File: config.mk
export PLATFORM = sky130hd
export DESIGN_NAME = hazard_scoreboard
export DESIGN_NICKNAME = d
export VERILOG_FILES = /design/src/rtl/hazard_scoreboard.sv
export SDC_FILE = /design/constraint.sdc
export NUM_CORES = 1
export LEC_CHECK = 0
export BUFFER_PORTS_ARGS = -buffer_cell sky130_fd_sc_hd__buf_2
export CORE_ASPECT_RATIO = 1.75
export CORE_UTILIZATION = 40
export DETAILED_ROUTE_END_ITERATION = 7
export GPL_ROUTABILITY_DRIVEN = 0
export GPL_TIMING_DRIVEN = 0
export SYNTH_ARGS = -nofsm -noshare
export SYNTH_HDL_FRONTEND = slang
export SYNTH_SLANG_ARGS = --single-unit
File: constraint.sdc
create_clock -name clk -period 8.34 [get_ports clk]
set_input_delay 0.834 -clock clk [delete_from_list [all_inputs] [get_ports clk]]
set_output_delay 0.834 -clock clk [all_outputs]
set_load 0.005 [all_outputs]
File: src/rtl/hazard_scoreboard.sv
// Register-hazard unit: forwarding-select per read port plus a per-register pending-write scoreboard.
// Latency: fwd_sel/stall/issue_ready are combinational; the scoreboard updates on the rising edge.
// Backpressure: issue_ready drops on an operand hazard or when the destination's pending counter is saturated.
// Optional stall-cycle counter built only when HAZARD_STALL_CNT_EN is defined.
module hazard_scoreboard #(
    parameter int NUM_READ = 2,
    parameter int NUM_FWD  = 3,
    parameter int REG_AW   = 5,
    parameter int PEND_W   = 2,
    parameter int SEL_W    = $clog2(NUM_FWD + 1)
) (
    input  logic                       clk,
    input  logic                       resetn,
    input  logic                       issue_valid,
    output logic                       issue_ready,
    input  logic                       issue_we,
    input  logic [REG_AW-1:0]          issue_dest,
    input  logic [NUM_READ*REG_AW-1:0] rd_addr,
    input  logic [NUM_FWD-1:0]         fwd_valid,
    input  logic [NUM_FWD-1:0]         fwd_finish,
    input  logic [NUM_FWD*REG_AW-1:0]  fwd_dest,
    input  logic                       retire_valid,
    input  logic [REG_AW-1:0]          retire_dest,
    input  logic                       flush,
`ifdef HAZARD_STALL_CNT_EN
    output logic [31:0]                stall_cnt,
`endif
    output logic [NUM_READ*SEL_W-1:0]  fwd_sel,
    output logic                       stall
);

    localparam int NUM_REG = 2 ** REG_AW;

    logic [NUM_REG-1:0][PEND_W-1:0] pend;

    logic                issue_inc;
    logic                retire_dec;
    logic                same_reg;
    logic                sat;
    logic [NUM_READ-1:0] port_haz;

    logic [REG_AW-1:0]   cur_addr;
    logic                hit;
    logic                hit_fin;
    logic [SEL_W-1:0]    hit_sel;

    // Stages are scanned oldest to youngest so the youngest matching stage wins.
    always_comb begin
        fwd_sel  = '0;
        port_haz = '0;
        cur_addr = '0;
        hit      = 1'b0;
        hit_fin  = 1'b0;
        hit_sel  = '0;
        for (int i = 0; i < NUM_READ; i++) begin
            cur_addr = rd_addr[i*REG_AW +: REG_AW];
            hit      = 1'b0;
            hit_fin  = 1'b0;
            hit_sel  = '0;
            for (int k = NUM_FWD - 1; k >= 0; k--) begin
                if (fwd_valid[k] && (fwd_dest[k*REG_AW +: REG_AW] == cur_addr)) begin
                    hit     = 1'b1;
                    hit_fin = fwd_finish[k];
                    hit_sel = SEL_W'(k + 1);
                end
            end
            if (cur_addr != '0) begin
                if (hit) begin
                    if (hit_fin) begin
                        fwd_sel[i*SEL_W +: SEL_W] = hit_sel;
                    end else begin
                        port_haz[i] = 1'b1;
                    end
                end else if (pend[cur_addr] != '0) begin
                    port_haz[i] = 1'b1;
                end
            end
        end
    end

    assign stall       = issue_valid && (|port_haz);
    assign retire_dec  = retire_valid && (retire_dest != '0) && (pend[retire_dest] != '0);
    assign sat         = issue_we && (issue_dest != '0) && (pend[issue_dest] == '1) &&
                         !(retire_dec && (retire_dest == issue_dest));
    assign issue_ready = !stall && !sat;
    assign issue_inc   = issue_valid && issue_ready && issue_we && (issue_dest != '0);
    assign same_reg    = issue_inc && retire_dec && (issue_dest == retire_dest);

    // Register 0 is never addressed by an event, so its counter stays at the reset value.
    always_ff @(posedge clk or negedge resetn) begin
        if (!resetn) begin
            pend <= '0;
        end else if (flush) begin
            pend <= '0;
        end else if (!same_reg) begin
            if (issue_inc) begin
                pend[issue_dest] <= pend[issue_dest] + 1'b1;
            end
            if (retire_dec) begin
                pend[retire_dest] <= pend[retire_dest] - 1'b1;
            end
        end
    end

`ifdef HAZARD_STALL_CNT_EN
    always_ff @(posedge clk or negedge resetn) begin
        if (!resetn) begin
            stall_cnt <= '0;
        end else if (stall) begin
            stall_cnt <= stall_cnt + 32'd1;
        end
    end
`endif

endmodule
==> results.cfg, run 1 <==
[floorplanning]
num_rows = 63
die_area_sq_um = 18000
die_w_um = 102
die_y_um = 177
initial_utilization = 0.410
io_pins = 53
core_sq_um = 17000

[yosys]
ys_seq_elements = 64
synth_edf_count = 0
synth_cells = 859
syn-num-nets = 908
synth_area_sq_um = 6980
post-synth-top-count-cell = nand2_1
synth_top_area_cell = dfrtp_1
ys_warn_count = 0
seq_area_frac_synth = 0.229
ys_types = 69
synthTopCellsByCount = 106 x nand2_1, 80 x nor2_1, 67 x o21ai_0
synth_top_area_frac = 0.229
synthTopCellsByArea = dfrtp_1 23%, mux4_2 15%, nand2_1 5.7%, o21ai_0 4.8%, nor2_1 4.3%
avgSynthCellArea_sq_um = 8.13
async_reset_ff_frac = 1.00
synth-main-ff-cell = dfrtp_1

[sta]
fmax_mhz = 156
post-route-period-util = 0.767
slew_violations = 0
rsz0062_at_grt = no
setup_violations = 0
hold_viol_final = 0
slew_headroom = 0.0930
fin_crit_ps = 6400
worstMarginPinSlew_ps = 1350
fin_setup_tns_ps = 0
skew_ps = 8.38

[setup_path]
worstSetupPathType = in -> reg
cp_num_buf_inv = 5
reg2reg_slack_ps = 2810
r2r_end = pend[40]
cp.arrival_ps = 6680
cpPeakStageDelay_ps = 790
path_cells = buf_2 > buf_1 > clkbuf_1 > mux4_2 > a221oi_1 > and3_1 > ha_1 > nand2b_1 > a2111o_1 > a211o_1 > buf_2 > nor2_1 > a21oi_2 > clkbuf_1 > o211ai_1 > nand2_1
crit_family = buffers and inverters
cp-end-kind = flop
reg2regPathDepth = 15
critical_path.slowest_cell = clkbuf_1
critPathMaxFanout = 10
critPathRequiredTime_ps = 8620
r2r-start = pend[56]
cp-start-kind = input port

[final_layout]
largest_register_ffs = 64
final_area_sq_um = 7790
area_growth_pct = 11.6
reg_top3 = pend x64
layout-drive-gt1-share = 0.179
regArea_sq_um = 1600
fin_nets = 960
fillCellCount = 1779
multi_input_area_sq_um = 4960
top_register = pend

[min_path]
worstHoldStart = pend[3]
min_path_cells = 2
min_to = pend[3]
hold_path.class = reg -> reg

[cts]
clk_latency_ps = 350
postCtsSetupRepairBufs = 0
h-tree-depth = 3
hold_buffers = 0
cts_root_buffer = clkbuf_16
cts_made_buffers = 9
cts_tree = done
path_clk_slew_ps = 60
cts_sinks = 64
ctsLongestPathBuffers = 2
cts_resized = 0

[power]
p_sw_mw = 0.308
p_leak_nw = 2.87
p_seq_frac = 0.335
clkPwrFrac = 0.433
p_sw_frac = 0.330
p_per_area_nw_per_um2 = 120
ir_drop_mv = 0.106
pwr-share-comb = 0.232
p_int_mw = 0.626

[global_route]
grt_max_degree = 65
first_global_vias = 7945
antenna_found_initial = 0
grt_pass1_wl_mm = 49.3
grt_use_total = 0.388
grt.overflow.total = 0

[status]
violations = design-rule violations
outcome = finished with violations

[placed_design]
dpl_cell_area_sq_um = 7470
portBuffers = 41
post-dp-hpwl_mm = 24.2

[detailed_routing]
wirelength_mm = 33.3
drt_iter0_drc = 1275
avgViaCountPerCell = 7.05
wl_per_cell_um = 29.1
ant_nets = 0
drc = 4
dr_total_vias = 8060
drt-pass1-iter-count = 8

[flow_run]
maxCapViolations = 0
-- power groups by stage --
stage / Clock [mW] / Sequential (mW) / Combinational, mW
after floorplan: 0 / 0.318 / 0.120
after global placement: 0 / 0.318 / 0.203
after detailed placement: 0 / 0.318 / 0.204
after CTS: 0.406 / 0.313 / 0.204
after global routing: 0.421 / 0.313 / 0.226
final: 0.404 / 0.313 / 0.217
-- metrics by stage --
| stage | cells | worst slack (ps) | total power [mW] | hold WS, ps | util |
|---|---|---|---|---|---|
| final | 1144 | 1940 | 0.934 | 555 | 0.458 |
| after global routing | 1143 | 1740 | 0.960 | 597 | 0.458 |
| after CTS | 1143 | 2370 | 0.923 | 554 | 0.458 |
| after detailed placement | 1127 | 2020 | 0.522 | 542 | 0.439 |
| after global placement | 1127 | 1990 | 0.522 | 543 | 0.439 |
| after floorplan | 859 | 3580 | 0.437 | 497 | - |
-- layer usage --
metal  track usage  vias up  share of wire  routed length, um
met5             0        -              0                  0
met4         0.334        0          0.097               3220
met3         0.106      210           0.11               3820
met2         0.609      714           0.46              15400
met1         0.427     3740           0.33              10900
li1              -     3396              -                  -
-- layout by cell type, fill, tap and decap left out, types with 8 or more instances in the layout --
master / instances
nor2_1: 80
inv_1: 15
a22o_1: 26
a211oi_1: 14
o21ai_0: 67
a21oi_1: 45
clkbuf_16: 9
a22oi_1: 23
nand2_1: 106
a221o_1: 12
o21ai_1: 12
mux4_2: 45
nor3_1: 32
a31o_2: 8
buf_2: 70
nand3_1: 20
xnor2_1: 15
dfrtp_1: 64
clkbuf_1: 36
nor4_1: 30
xor2_1: 19
nand2b_1: 11
or3_1: 11
-- how the worst max path moves through the flow --
stage	start	endpoint	slack [ps]	depth (start not counted)
CTS	retire_dest[0]	pend[40]	2370	16
global route	retire_dest[0]	pend[40]	1740	16
global placement	retire_dest[0]	pend[40]	1990	16
detailed placement	retire_dest[0]	pend[40]	2020	16
finish	retire_dest[0]	pend[40]	1940	16
floorplan	retire_dest[0]	pend[44]	3580	14
-- worst min-delay path, stage by stage (launching register included) --
cell and delay (ps):
dfrtp_1 390, nand2_1 60, o21ai_0 70
-- layout make-up --
type	instances	share of cell area
Clock buffer	12	0.0342
Inverter	15	0.00722
Sequential cell	64	0.205
Timing Repair Buffer	41	0.0266
Antenna cell	1	0.000321
Clock inverter	4	0.00658
Buffer	79	0.0462
Multi-Input combinational cell	701	0.637
Tap cell	227	0.0364
-- cell families (layout without fill, tap and decap cells) --
logic type | count (synthesis) | after routing | share of synthesized area
AOI/OAI and AO/OA | 277 | 277 | 0.278
xor gates and xnor gates | 34 | 34 | 0.0427
adders and majority gates | 2 | 2 | 0.00358
buffers and inverters | 94 | 151 | 0.0597
DFF | 64 | 64 | 0.229
muxes | 48 | 48 | 0.149
other | 0 | 1 | 0
and+or+nand+nor | 340 | 340 | 0.237
Note: power is estimated with default switching activity, not from simulation.
==> run 2: changes to the inputs <==
Clock period 8.34 ns to 5.8 ns, I/O delays scaled along.
==> run 2 against run 1 <==
Against the previous run:
- the flow now finishes without violations
- non-clock buffer count did not move
- routed wire length barely moved
- hold slack got worse by 240 ps
- core utilization barely moved
- first-iteration DRC count fell by 1.6%
- critical path type unchanged
- largest power group unchanged
- highest routed layer unchanged
==> results.cfg, run 2 (synthesis gave the netlist of run 1 again) <==
[power]
p_int_mw = 0.900
ir_drop_mv = 0.155
pwr-share-comb = 0.233
p_leak_nw = 2.89
p_sw_mw = 0.446
clkPwrFrac = 0.433
p_seq_frac = 0.334
p_sw_frac = 0.331
p_per_area_nw_per_um2 = 173

[placed_design]
dpl_cell_area_sq_um = 7470
post-dp-hpwl_mm = 24.2
portBuffers = 41
pre_cts_slack_ps = -261

[global_route]
antenna_found_initial = 0
grt.overflow.total = 0
grt_max_degree = 65
grt_use_total = 0.388
grt_pass1_wl_mm = 49.3
first_global_vias = 7945

[final_layout]
top_register = pend
layout.cells.most_common = nand2_1
diodes = 0
multi_input_area_sq_um = 4960
regArea_sq_um = 1600
fillCellCount = 1777
reg_top3 = pend x64
fin_nets = 960
largest_register_ffs = 64
area_growth_pct = 11.7
layout-drive-gt1-share = 0.184
mostFrequentLayoutCells = 106 x nand2_1, 80 x nor2_1, 70 x buf_2
final_area_sq_um = 7800

[setup_path]
critPathMaxFanout = 10
reg2regPathDepth = 15
critical_path.slowest_cell = a21oi_2
cp_num_buf_inv = 5
cpPeakStageDelay_ps = 580
r2r_end = pend[33]
reg2reg_slack_ps = 490
path_cells = buf_2 > clkbuf_2 > mux4_2 > a22oi_1 > nand3_1 > inv_1 > ha_1 > nand2b_1 > a2111o_1 > a211o_1 > buf_2 > nor2_1 > a21oi_2 > buf_1 > o21ai_0 > o21ai_1
cp.arrival_ps = 5780
critPathMostFrequentCell = buf_2
cp-start-kind = input port
critPathRequiredTime_ps = 6080
r2r-start = pend[22]
worstSetupPathType = in -> reg
cp-end-kind = flop
crit_family = buffers and inverters

[flow_run]
maxCapViolations = 0

[sta]
skew_ps = 7.97
setup_ws_ps = 297
fin_crit_ps = 5500
fmax_mhz = 182
slew_violations = 0
slew_headroom = 0.115
timing.hold.ws_ps = 312
fin_setup_tns_ps = 0
hold_viol_final = 0
post-route-period-util = 0.949
worstMarginPinSlew_ps = 1320
setup_violations = 0
rsz0062_at_grt = no

[detailed_routing]
avgViaCountPerCell = 7.04
wirelength_mm = 33.3
dr_total_vias = 8050
drt_iter0_drc = 1254
drt-pass1-iter-count = 7
wl_per_cell_um = 29.2
ant_nets = 0
drc = 0

[cts]
h-tree-depth = 3
path_clk_slew_ps = 60
cts_sinks = 64
clk_latency_ps = 360
cts_tree = done
ctsLongestPathBuffers = 2
cts_root_buffer = clkbuf_16
hold_buffers = 0
postCtsSetupRepairBufs = 0
cts_resized = 0
cts_made_buffers = 9

[floorplanning]
die_w_um = 102
die_y_um = 177
core_sq_um = 17000
initial_utilization = 0.410
io_pins = 53
num_rows = 63
die_area_sq_um = 18000

[status]
outcome = complete, no violations

[min_path]
hold_path.class = in -> async
## run 2: cell types whose count changed in the layout (fill, tap and decap cells not counted)
cell	previous run	this run
buf_1	7	6
clkbuf_1	36	32
clkbuf_2	0	5
diode_2	1	0
## run 2: how the worst max path moves through the flow
stage                    end  cells past startpoint           start  slack, ps
floorplan           pend[44]                     14  retire_dest[0]       1290
detailed placement  pend[40]                     16  retire_dest[0]       -260
finish              pend[33]                     16  retire_dest[0]        300
global route        pend[29]                     16  retire_dest[0]        140
CTS                 pend[40]                     16  retire_dest[0]         80
global placement    pend[40]                     16  retire_dest[0]       -300
## run 2: metal layers
metal | global-route usage | wire length, um
met4 | 0.334 | 3390
met2 | 0.609 | 15200
met3 | 0.106 | 3970
met1 | 0.427 | 10800
met5 | 0 | 0
## run 2: per-stage QoR
step	instances	power, mW	utilization
2_1_floorplan	859	0.629	-
3_3_place_gp	1127	0.750	0.439
3_5_place_dp	1127	0.750	0.439
4_1_cts	1143	1.33	0.458
5_1_grt	1143	1.38	0.458
6_report	1143	1.35	0.458
## run 2: final cells by class
type | instances | share of cell area
Sequential cell | 64 | 0.205
Clock inverter | 4 | 0.00658
Timing Repair Buffer | 41 | 0.0266
Inverter | 15 | 0.00722
Multi-Input combinational cell | 701 | 0.637
Tap cell | 227 | 0.0364
Buffer | 79 | 0.0470
Clock buffer | 12 | 0.0342
## run 2: power by group through the flow
stage	logic, mW	clock network [mW]	registers (mW)
global placement	0.292	0	0.458
floorplan	0.172	0	0.457
detailed placement	0.293	0	0.457
CTS	0.294	0.584	0.450
finish	0.314	0.582	0.450
global route	0.326	0.606	0.450
